File: config.mk
export PLATFORM = sky130hd
export DESIGN_NAME = conv_mac_pipe_flat
export DESIGN_NICKNAME = d
export VERILOG_FILES = /design/src/rtl/conv_mac_pkg.sv /design/src/rtl/conv_mac_pipe_if.sv /design/src/rtl/conv_mac_lane_mul.sv /design/src/rtl/conv_mac_pipe.sv /design/src/flat_wrapper.sv
export SDC_FILE = /design/constraint.sdc
export NUM_CORES = 2
export LEC_CHECK = 0
export CAP_MARGIN = 20
export CORE_MARGIN = 2
export CORE_UTILIZATION = 50
export CTS_BUF_LIST = sky130_fd_sc_hd__clkbuf_8
export DETAILED_ROUTE_END_ITERATION = 8
export PLACE_DENSITY_LB_ADDON = 0.08
export SYNTH_ARGS = -nofsm -noshare
export SYNTH_HDL_FRONTEND = slang
export SYNTH_SLANG_ARGS = --single-unit
export TNS_END_PERCENT = 1
File: constraint.sdc
create_clock -name ap_clk -period 8.87 [get_ports ap_clk]
set_input_delay 1.3305 -clock ap_clk [delete_from_list [all_inputs] [get_ports ap_clk]]
set_output_delay 1.3305 -clock ap_clk [all_outputs]
set_load 0.1 [all_outputs]
File: src/rtl/conv_mac_pkg.sv
// -----------------------------------------------------------------------------
// conv_mac_pkg
// Shared definitions for the conv_mac_pipe multiply-accumulate slice:
//   - default width / depth constants
//   - beat_ctl_t : valid/last shadow that travels alongside the datapath
//   - tree_w()   : adder-tree result width for a given operand shape
//   - sat_hi()/sat_lo() : signed saturation bounds for a w-bit accumulator
//     (only used when CONV_MAC_SAT_EN is defined)
// -----------------------------------------------------------------------------
package conv_mac_pkg;

  localparam int DEF_A_W        = 8;
  localparam int DEF_B_W        = 16;
  localparam int DEF_LANES      = 4;
  localparam int DEF_ACC_W      = 32;
  localparam int DEF_MUL_STAGES = 2;

  typedef struct packed {
    logic valid;
    logic last;
  } beat_ctl_t;

  // Width that holds the sum of LANES full-precision signed products.
  function automatic int tree_w(input int a_w, input int b_w, input int lanes);
    return a_w + b_w + $clog2(lanes);
  endfunction

  // Bounds are produced in a wide signed type; callers cast down to w+1 bits.
  function automatic logic signed [127:0] sat_hi(input int w);
    return (128'sd1 <<< (w - 1)) - 128'sd1;
  endfunction

  function automatic logic signed [127:0] sat_lo(input int w);
    return -(128'sd1 <<< (w - 1));
  endfunction

endpackage

File: src/rtl/conv_mac_pipe_if.sv
// -----------------------------------------------------------------------------
// conv_mac_pipe_if
// Beat-in / result-out handshake bundle for conv_mac_pipe.
//   in_valid/in_ready/in_a/in_b/in_last : operand beats (lane i at [i*W +: W])
//   out_valid/out_ready/out_data/out_ovf: dot-product results
// Modports: master = producer/consumer side, slave = the MAC block.
// Parameters must match the ones given to the conv_mac_pipe instance.
// -----------------------------------------------------------------------------
interface conv_mac_pipe_if
  import conv_mac_pkg::*;
#(
  parameter int A_W   = DEF_A_W,
  parameter int B_W   = DEF_B_W,
  parameter int LANES = DEF_LANES,
  parameter int ACC_W = DEF_ACC_W
);
  logic                   in_valid;
  logic                   in_ready;
  logic [LANES*A_W-1:0]   in_a;
  logic [LANES*B_W-1:0]   in_b;
  logic                   in_last;
  logic                   out_valid;
  logic                   out_ready;
  logic [ACC_W-1:0]       out_data;
  logic                   out_ovf;

  modport master (
    output in_valid, in_a, in_b, in_last, out_ready,
    input  in_ready, out_valid, out_data, out_ovf
  );

  modport slave (
    input  in_valid, in_a, in_b, in_last, out_ready,
    output in_ready, out_valid, out_data, out_ovf
  );
endinterface

File: src/rtl/conv_mac_lane_mul.sv
// -----------------------------------------------------------------------------
// conv_mac_lane_mul
// One signed A_W x B_W multiplier followed by MUL_STAGES product registers.
//   ap_clk : clock
//   en     : pipeline advance (global stall when low)
//   a, b   : signed operands
//   p      : signed full-precision product, MUL_STAGES cycles after a/b
// -----------------------------------------------------------------------------
module conv_mac_lane_mul
  import conv_mac_pkg::*;
#(
  parameter int A_W        = DEF_A_W,
  parameter int B_W        = DEF_B_W,
  parameter int MUL_STAGES = DEF_MUL_STAGES
) (
  input  logic                    ap_clk,
  input  logic                    en,
  input  logic signed [A_W-1:0]   a,
  input  logic signed [B_W-1:0]   b,
  output logic signed [A_W+B_W-1:0] p
);
  localparam int P_W = A_W + B_W;

  logic signed [P_W-1:0] pipe [MUL_STAGES];

  // NOTE: datapath registers carry no reset; the valid shadow in the parent
  // decides whether their contents mean anything, so resetting them buys nothing.
  always_ff @(posedge ap_clk) begin
    if (en) begin
      // Operands are sign-extended first so the product is computed fully signed.
      pipe[0] <= P_W'(a) * P_W'(b);
      for (int i = 1; i < MUL_STAGES; i++) pipe[i] <= pipe[i-1];
    end
  end

  assign p = pipe[MUL_STAGES-1];
endmodule

File: src/rtl/conv_mac_pipe.sv
// -----------------------------------------------------------------------------
// conv_mac_pipe
// Pipelined signed dot-product engine: LANES products per beat, adder tree,
// accumulation across beats until an in_last beat closes the result.
//   ap_clk   : clock, rising edge
//   ap_rst_n : synchronous active-low reset
//   bus      : conv_mac_pipe_if.slave (beat input, result output)
// Pipeline: MUL_STAGES product regs -> tree reg -> accumulator/output reg.
// A held result (out_valid && !out_ready) stalls every stage.
// Optional macro CONV_MAC_SAT_EN: saturating accumulation with sticky
// per-result out_ovf; otherwise wrap modulo 2^ACC_W and out_ovf = 0.
// -----------------------------------------------------------------------------
module conv_mac_pipe
  import conv_mac_pkg::*;
#(
  parameter int A_W        = DEF_A_W,
  parameter int B_W        = DEF_B_W,
  parameter int LANES      = DEF_LANES,
  parameter int ACC_W      = DEF_ACC_W,
  parameter int MUL_STAGES = DEF_MUL_STAGES
) (
  input  logic          ap_clk,
  input  logic          ap_rst_n,
  conv_mac_pipe_if.slave bus
);
  localparam int P_W    = A_W + B_W;
  localparam int TREE_W = tree_w(A_W, B_W, LANES);

  if (ACC_W < TREE_W) begin : g_bad_acc_w
    $error("conv_mac_pipe: ACC_W=%0d narrower than tree width %0d", ACC_W, TREE_W);
  end
  if (LANES < 1) begin : g_bad_lanes
    $error("conv_mac_pipe: LANES must be >= 1");
  end
  if (MUL_STAGES < 1 || MUL_STAGES > 4) begin : g_bad_stages
    $error("conv_mac_pipe: MUL_STAGES=%0d outside 1..4", MUL_STAGES);
  end

  logic en;
  logic accept;
  logic out_valid_q;
  logic signed [ACC_W-1:0] out_data_q;

  assign en           = !(out_valid_q && !bus.out_ready);
  assign bus.in_ready = en && ap_rst_n;
  assign accept       = bus.in_valid && bus.in_ready;

  // ---------------- multiplier lanes + control shadow ----------------
  logic signed [P_W-1:0] prod [LANES];
  beat_ctl_t             ctl  [MUL_STAGES];

  for (genvar i = 0; i < LANES; i++) begin : g_lane
    conv_mac_lane_mul #(
      .A_W(A_W), .B_W(B_W), .MUL_STAGES(MUL_STAGES)
    ) u_mul (
      .ap_clk (ap_clk),
      .en     (en),
      .a      (bus.in_a[i*A_W +: A_W]),
      .b      (bus.in_b[i*B_W +: B_W]),
      .p      (prod[i])
    );
  end

  // NOTE: state updates use non-blocking assignments so every register samples
  // pre-edge values regardless of statement order.
  always_ff @(posedge ap_clk) begin
    if (!ap_rst_n) begin
      for (int i = 0; i < MUL_STAGES; i++) ctl[i] <= '0;
    end else if (en) begin
      ctl[0] <= '{valid: accept, last: accept && bus.in_last};
      for (int i = 1; i < MUL_STAGES; i++) ctl[i] <= ctl[i-1];
    end
  end

  // ---------------- adder tree ----------------
  logic signed [TREE_W-1:0] tree_sum;
  logic signed [TREE_W-1:0] tree_q;
  beat_ctl_t                tree_ctl;

  // NOTE: combinational blocks assign a default first so no path leaves a
  // variable unassigned, which would otherwise infer a latch.
  always_comb begin
    tree_sum = '0;
    for (int i = 0; i < LANES; i++) tree_sum = tree_sum + TREE_W'(prod[i]);
  end

  always_ff @(posedge ap_clk) begin
    if (en) tree_q <= tree_sum;
  end

  always_ff @(posedge ap_clk) begin
    if (!ap_rst_n)  tree_ctl <= '0;
    else if (en)    tree_ctl <= ctl[MUL_STAGES-1];
  end

  // ---------------- accumulator ----------------
  logic signed [ACC_W-1:0] acc;
  logic                    first;
  logic signed [ACC_W-1:0] tree_ext;
  logic signed [ACC_W-1:0] acc_next;

  assign tree_ext = ACC_W'(tree_q);

`ifdef CONV_MAC_SAT_EN
  localparam logic signed [ACC_W:0] SAT_HI = (ACC_W+1)'(sat_hi(ACC_W));
  localparam logic signed [ACC_W:0] SAT_LO = (ACC_W+1)'(sat_lo(ACC_W));

  logic signed [ACC_W:0] sum_wide;
  logic                  ovf_acc;
  logic                  ovf_next;
  logic                  out_ovf_q;

  // One guard bit catches the overflow of a single add; the first beat of a
  // result always fits, so it can never saturate.
  always_comb begin
    sum_wide = (ACC_W+1)'(tree_ext);
    if (!first) sum_wide = sum_wide + (ACC_W+1)'(acc);
    acc_next = sum_wide[ACC_W-1:0];
    ovf_next = first ? 1'b0 : ovf_acc;
    if (sum_wide > SAT_HI) begin
      acc_next = SAT_HI[ACC_W-1:0];
      ovf_next = 1'b1;
    end else if (sum_wide < SAT_LO) begin
      acc_next = SAT_LO[ACC_W-1:0];
      ovf_next = 1'b1;
    end
  end

  always_ff @(posedge ap_clk) begin
    if (!ap_rst_n) begin
      ovf_acc   <= 1'b0;
      out_ovf_q <= 1'b0;
    end else if (en && tree_ctl.valid) begin
      ovf_acc <= ovf_next;
      if (tree_ctl.last) out_ovf_q <= ovf_next;
    end
  end

  assign bus.out_ovf = out_ovf_q;
`else
  always_comb begin
    acc_next = first ? tree_ext : acc + tree_ext;
  end

  assign bus.out_ovf = 1'b0;
`endif

  always_ff @(posedge ap_clk) begin
    if (!ap_rst_n) begin
      acc         <= '0;
      first       <= 1'b1;
      out_valid_q <= 1'b0;
      out_data_q  <= '0;
    end else if (en) begin
      // en implies the previous result is gone (or was never there).
      out_valid_q <= tree_ctl.valid && tree_ctl.last;
      if (tree_ctl.valid) begin
        acc   <= acc_next;
        first <= tree_ctl.last;
        if (tree_ctl.last) out_data_q <= acc_next;
      end
    end
  end

  assign bus.out_valid = out_valid_q;
  assign bus.out_data  = out_data_q;
endmodule

File: src/flat_wrapper.sv
// flat-port wrapper written by rule: the top's interface ports become plain ports
module conv_mac_pipe_flat import conv_mac_pkg::*;
#(
  parameter int A_W        = DEF_A_W,
  parameter int B_W        = DEF_B_W,
  parameter int LANES      = DEF_LANES,
  parameter int ACC_W      = DEF_ACC_W,
  parameter int MUL_STAGES = DEF_MUL_STAGES
)
  (ap_clk, ap_rst_n, bus_in_valid, bus_in_a, bus_in_b, bus_in_last, bus_out_ready, bus_in_ready, bus_out_valid, bus_out_data, bus_out_ovf);
  conv_mac_pipe_if #(.A_W(A_W), .B_W(B_W), .LANES(LANES), .ACC_W(ACC_W)) bus_i ();
  input  logic ap_clk;
  input  logic ap_rst_n;
  input wire logic [$bits(bus_i.in_valid)-1:0] bus_in_valid;
  input wire logic [$bits(bus_i.in_a)-1:0] bus_in_a;
  input wire logic [$bits(bus_i.in_b)-1:0] bus_in_b;
  input wire logic [$bits(bus_i.in_last)-1:0] bus_in_last;
  input wire logic [$bits(bus_i.out_ready)-1:0] bus_out_ready;
  output wire logic [$bits(bus_i.in_ready)-1:0] bus_in_ready;
  output wire logic [$bits(bus_i.out_valid)-1:0] bus_out_valid;
  output wire logic [$bits(bus_i.out_data)-1:0] bus_out_data;
  output wire logic [$bits(bus_i.out_ovf)-1:0] bus_out_ovf;
  assign bus_i.in_valid = bus_in_valid;
  assign bus_i.in_a = bus_in_a;
  assign bus_i.in_b = bus_in_b;
  assign bus_i.in_last = bus_in_last;
  assign bus_i.out_ready = bus_out_ready;
  assign bus_in_ready = bus_i.in_ready;
  assign bus_out_valid = bus_i.out_valid;
  assign bus_out_data = bus_i.out_data;
  assign bus_out_ovf = bus_i.out_ovf;
  conv_mac_pipe #(.A_W(A_W), .B_W(B_W), .LANES(LANES), .ACC_W(ACC_W), .MUL_STAGES(MUL_STAGES)) u_core (.ap_clk(ap_clk), .ap_rst_n(ap_rst_n), .bus(bus_i));
endmodule
# After elaboration in Yosys (flattened, before gate mapping)
# Memories as Yosys holds them, arrays and structs flattened. A register that Yosys moved wholly into a read port is not among the register bits.
# Cells that the tools add are included.
dict set report op_classes {
  n_addsub 4
  mul 4
  n_mux 7
  bitwise_logic 3
  reduce_logical 11
}
# operator n
set op_table {}
lappend op_table {{$mul 8x16->24} 4}
lappend op_table {{$add 32x26->32} 1}
lappend op_table {{$mux 32} 1}
lappend op_table {{$add 25x24->26} 1}
lappend op_table {{$add 26x24->26} 1}
lappend op_table {{$add 24x24->25} 1}
lappend op_table {{$logic_and 1x1->1} 5}
lappend op_table {{$logic_not 1->1} 4}
lappend op_table {{$mux 1} 4}
lappend op_table {{$mux 2} 2}
lappend op_table {{$reduce_and 3->1} 1}
lappend op_table {{$or 1x1->1} 2}
lappend op_table {{$reduce_and 2->1} 1}
lappend op_table {{$not 1->1} 1}
dict set report totals {
  register_bits 92
  ramBits 196
  memories 5
}
# name words width read_ports rd_clocked_by_memory_dff wr line_no
set mem_list {}
lappend mem_list {{u_core.g_lane[0].u_mul.pipe} 2 24 2 0 2 conv_mac_lane_mul.sv:24} ;# logic signed [P_W-1:0] pipe [MUL_STAGES];
lappend mem_list {{u_core.g_lane[1].u_mul.pipe} 2 24 2 0 2 conv_mac_lane_mul.sv:24}
lappend mem_list {{u_core.g_lane[2].u_mul.pipe} 2 24 2 0 2 conv_mac_lane_mul.sv:24}
lappend mem_list {{u_core.g_lane[3].u_mul.pipe} 2 24 2 0 2 conv_mac_lane_mul.sv:24}
lappend mem_list {u_core.ctl 2 2 2 1 2 conv_mac_pipe.sv:50} ;# beat_ctl_t ctl [MUL_STAGES];

# Logic depth before layout (Yosys ltp)
dict set report depth {
  depth_word 7
  ltp_mapped 21
  mapped_depth_nobuf 20
}

# Hierarchy
# A second synthesis with hierarchy kept.
dict set report unflattened {
  hier_cells 3240
  area_unflattened_um2 32523.7
}
# mod instances cells_each area_per_inst_um2 seq_area_each_um2
set by_module_without_submodules {}
lappend by_module_without_submodules {{conv_mac_lane_mul at u_core.g_lane[0].u_mul ...} 2 584 6169.7 1441.4}
lappend by_module_without_submodules {conv_mac_pipe 1 865 7646.1 2262.2}
lappend by_module_without_submodules {{conv_mac_lane_mul at u_core.g_lane[2].u_mul} 1 605 6287.3 1441.4}
lappend by_module_without_submodules {{conv_mac_lane_mul at u_core.g_lane[3].u_mul} 1 602 6251.0 1441.4}

# Worst setup path after synthesis
# OpenSTA, ideal clock, no wires.
dict set report synth_timing {
  path_kind {in2out}
  startpoint {input port bus_out_ready}
  endpoint {output port bus_in_ready}
  arrival_time_ns 8.772
  slack_ns -1.232
  cell_stages 3
  path_cell_list {nand2b_1 > clkbuf_1 > and2_1}
}
dict set report synth_between {
  elab_chain_cells 4
}
# element line_no
set synth_lines {}
lappend synth_lines {{start: declaration} flat_wrapper.sv:18} ;# input wire logic [$bits(bus_i.out_ready)-1:0] bus_out_ready;
lappend synth_lines {{$logic_not 1->1} conv_mac_pipe.sv:44} ;# assign en = !(out_valid_q && !bus.out_ready);
lappend synth_lines {{$logic_and 1x1->1} conv_mac_pipe.sv:44}
lappend synth_lines {{$logic_not 1->1} conv_mac_pipe.sv:44}
lappend synth_lines {{$logic_and 1x1->1} conv_mac_pipe.sv:45} ;# assign bus.in_ready = en && ap_rst_n;
lappend synth_lines {{end: declaration} flat_wrapper.sv:19} ;# output wire logic [$bits(bus_i.in_ready)-1:0] bus_in_ready;
# Every way passes these cells.

==> results.yml <==
synthesis:
  synth_edf_count: 222
  synth-seq-area-share_pct: 26.12
  avgSynthCellArea_um2: 10.35
  yosysTopAreaCell: "fa_1"
  netlist-cell-type-count: 80
  synthesis.nets: 3768
  async_flop_share_pct: 0
  synth-seq-cells: 290
  synth_flop_cell: "edfxtp_1"
  yosysWarnings: 0
  syn-cell-area_um2: 30740
  yosys-top-cells-area: "fa_1 (30%), edfxtp_1 (22%), ha_1 (9.6%), and2_1 (7.5%), inv_1 (6.8%)"
  netlist_instances: 2969
  synth_top_area_share_pct: 30.09
critical_path:
  crit_type: "input pin to register"
  required_ps: 9200
  worstSetupStartpointType: "input pin"
  cp-end-kind: "register"
  arrival_ps: 6660
  worstRegToRegCells: 15
  r2r-start: "u_core.g_lane[1].u_mul.pipe[0][25]"
  r2r_end: "u_core.tree_q[25]"
  r2r_setup_slack_ps: 4260
  critPathMaxFanout: 16
place:
  gp_congestion: 0.8512
  place_ws_ps: 2006
  io_buffers: 134
  dp_hpwl_mm: 52.32
clock_tree:
  clock-root-buffer: "clkbuf_8"
  h-tree-depth: 2
  hold_buffers: 0
  postCtsSetupRepairBufs: 0
  cts_resized: 0
  insertion_delay_ps: 600
  cts_made_buffers: 47
  cts_tree: "done"
  clk_pin_slew_ps: 60
  cts_sinks: 290
  cts_buffer_depth: 3
timing:
  fin_hold_ws_ps: 414.7
  max_slew_margin_pct: 32.23
  drv_slew: 0
  finClkSkew_ps: 24.80
  setup_tns_ps: 0
  setup_slack_ps: 2548
  worst_pin_slew_ps: 1014
  clock.fmax_mhz: 158.2
  hold_violations: 0
  layout_min_cycle_time_ps: 6322
  rsz0062_at_grt: "false"
  fin_crit_sh_pct: 71.27
  setup_viol: 0
cells_and_area:
  n_antenna_cell: 0
  fin_util_pct: 55.74
  drive_gt1_share_pct: 3.584
  nNetsFinal: 3890
  area_growth_pct: 9.859
grt:
  grt_overflow: 0
  grt_pass1_vias: 21600
  grt_max_degree: 95
  antenna_found_initial: 0
  grt_first_pass_wirelength_mm: 109.7
  grt_use_total_pct: 21.48
job:
  maxCapViolCount: 0
routing:
  drt_iter0_drc: 918
  drc: 0
  vias_per_cell: 5.164
  detail_route.wl_per_cell_um: 16.52
  drtAntennaViolNets: 0
  via_count: 20180
  drt-total-wl_mm: 64.54
  drt_first_pass_iters: 5
pwr:
  powerDensity_nw_per_um2: 386.7
  finalPower_uw: 13060
  ir_drop_uv: 559.2
  p_leak_uw: 0.01545
hold_path:
  hold_class: "register to register"
  hold_depth: 0
  min_to: "u_core.g_lane[0].u_mul.pipe[0][45]"
  min_from: "u_core.g_lane[0].u_mul.pipe[0][21]"
floorplanning:
  start_util_pct: 50.73
  die_h_um: 251.9
  coreArea_um2: 60580
  ios: 136
  die_w_um: 251.9
  dieArea_um2: 63470
  fp-row-count: 90
run_status:
  status: "finished, final reports clean"
layout by cell type (no fill, tap or decap), types with 27 or more instances in the layout:
cell type and count:
o21ai_0 89, edfxtp_1 222, and2_1 368, ha_1 236
nand2_1 178, inv_1 573, fa_1 462, dfxtp_1 68
a21o_1 32, nor3_1 27, a21oi_1 112, clkbuf_8 49
nor2_1 150, xnor2_1 105, clkdlybuf4s50_1 134, xor2_1 31
stage by stage:
step / std cells / area (um^2)
3_5_place_dp: 3823 / 32840
3_3_place_gp: 3823 / 32840
2_1_floorplan: 2969 / 30740
4_1_cts: 3906 / 33740
6_report: 3907 / 33770
5_1_grt: 3907 / 33770
worst max-delay path: stages:
cell and delay, ps:
clkdlybuf4s50_1 950, nand2_1 170, fa_1 540, fa_1 550, inv_1 50, fa_1 470
inv_1 70, fa_1 480, inv_1 50, ha_1 310, o21ai_1 130, a21boi_1 130
o211ai_1 220, a21boi_0 140, o21ai_1 180, a21boi_1 130, o41a_1 360, a211oi_1 270
xnor2_1 110
layout make-up:
class,count,area [um^2]
clock inverter,34,225.2
timing repair buffer,141,1414
tap,782,978.4
multi-input combinational,2055,20360
fill,5398,26820
sequential,290,8028
clock buffer,49,674.4
inverter,556,2087
per-layer routing:
metal,vias up,track usage (%),wire [um]
met5,-,0,0
met4,0,4.210,1084
met3,76,2.136,2066
met2,320,37.49,32080
met1,10100,29.32,29310
li1,9681,-,-
flip-flops by register name (all words and copies together), names as in the netlist:
register,cells
u_core.tree_q,26
u_core.bus.out_valid,1
u_core.tree_ctl,2
u_core.acc,32
u_core.g_lane.u_mul.pipe,192
u_core.ctl,4
u_core.bus.out_data,32
u_core.first,1
how the worst max path moves through the flow:
stage,startpoint,end,depth (start not counted)
after floorplan,bus_out_ready,bus_in_ready,3
after global placement,bus_in_a[26],u_core.g_lane[3].u_mul.pipe[0][22],19
after detailed placement,bus_in_a[26],u_core.g_lane[3].u_mul.pipe[0][22],19
after CTS,bus_in_a[18],u_core.g_lane[2].u_mul.pipe[0][22],19
after global routing,bus_in_a[26],u_core.g_lane[3].u_mul.pipe[0][22],19
final,bus_in_a[26],u_core.g_lane[3].u_mul.pipe[0][22],19
Yosys cell counts, types with 17 or more instances:
master	count
edfxtp_1	222
clkbuf_1	52
o21ai_0	89
nand3_1	18
nand2b_1	22
xor2_1	31
a21o_1	32
a21oi_1	113
and2_1	368
nor3_1	27
inv_1	556
fa_1	462
dfxtp_1	68
ha_1	236
nand2_1	178
xnor2_1	105
nor2_1	150
o21bai_1	17
o21a_1	17
cell families (layout without fill, tap and decap cells):
logic type | Yosys count | in the layout | share of synthesized area (%)
adder cells (fa/ha/maj) | 698 | 698 | 39.70
multiplexers | 7 | 7 | 0.2320
XOR/XNOR | 136 | 136 | 3.875
buffers and inverters | 624 | 780 | 7.678
AND/OR/NAND/NOR | 834 | 834 | 14.23
AO/OA/AOI/OAI | 379 | 379 | 8.158
other | 1 | 1 | 0.01220
flip-flops | 290 | 290 | 26.12
power breakdown:
part	internal (uW)	leakage (uW)	total [uW]	switching, uW
combinational	3870	0.0120	9030	5160
sequential	2580	0.00292	2920	338
clock	577	0.000531	1110	534
Note: power is estimated with default switching activity, not from simulation.
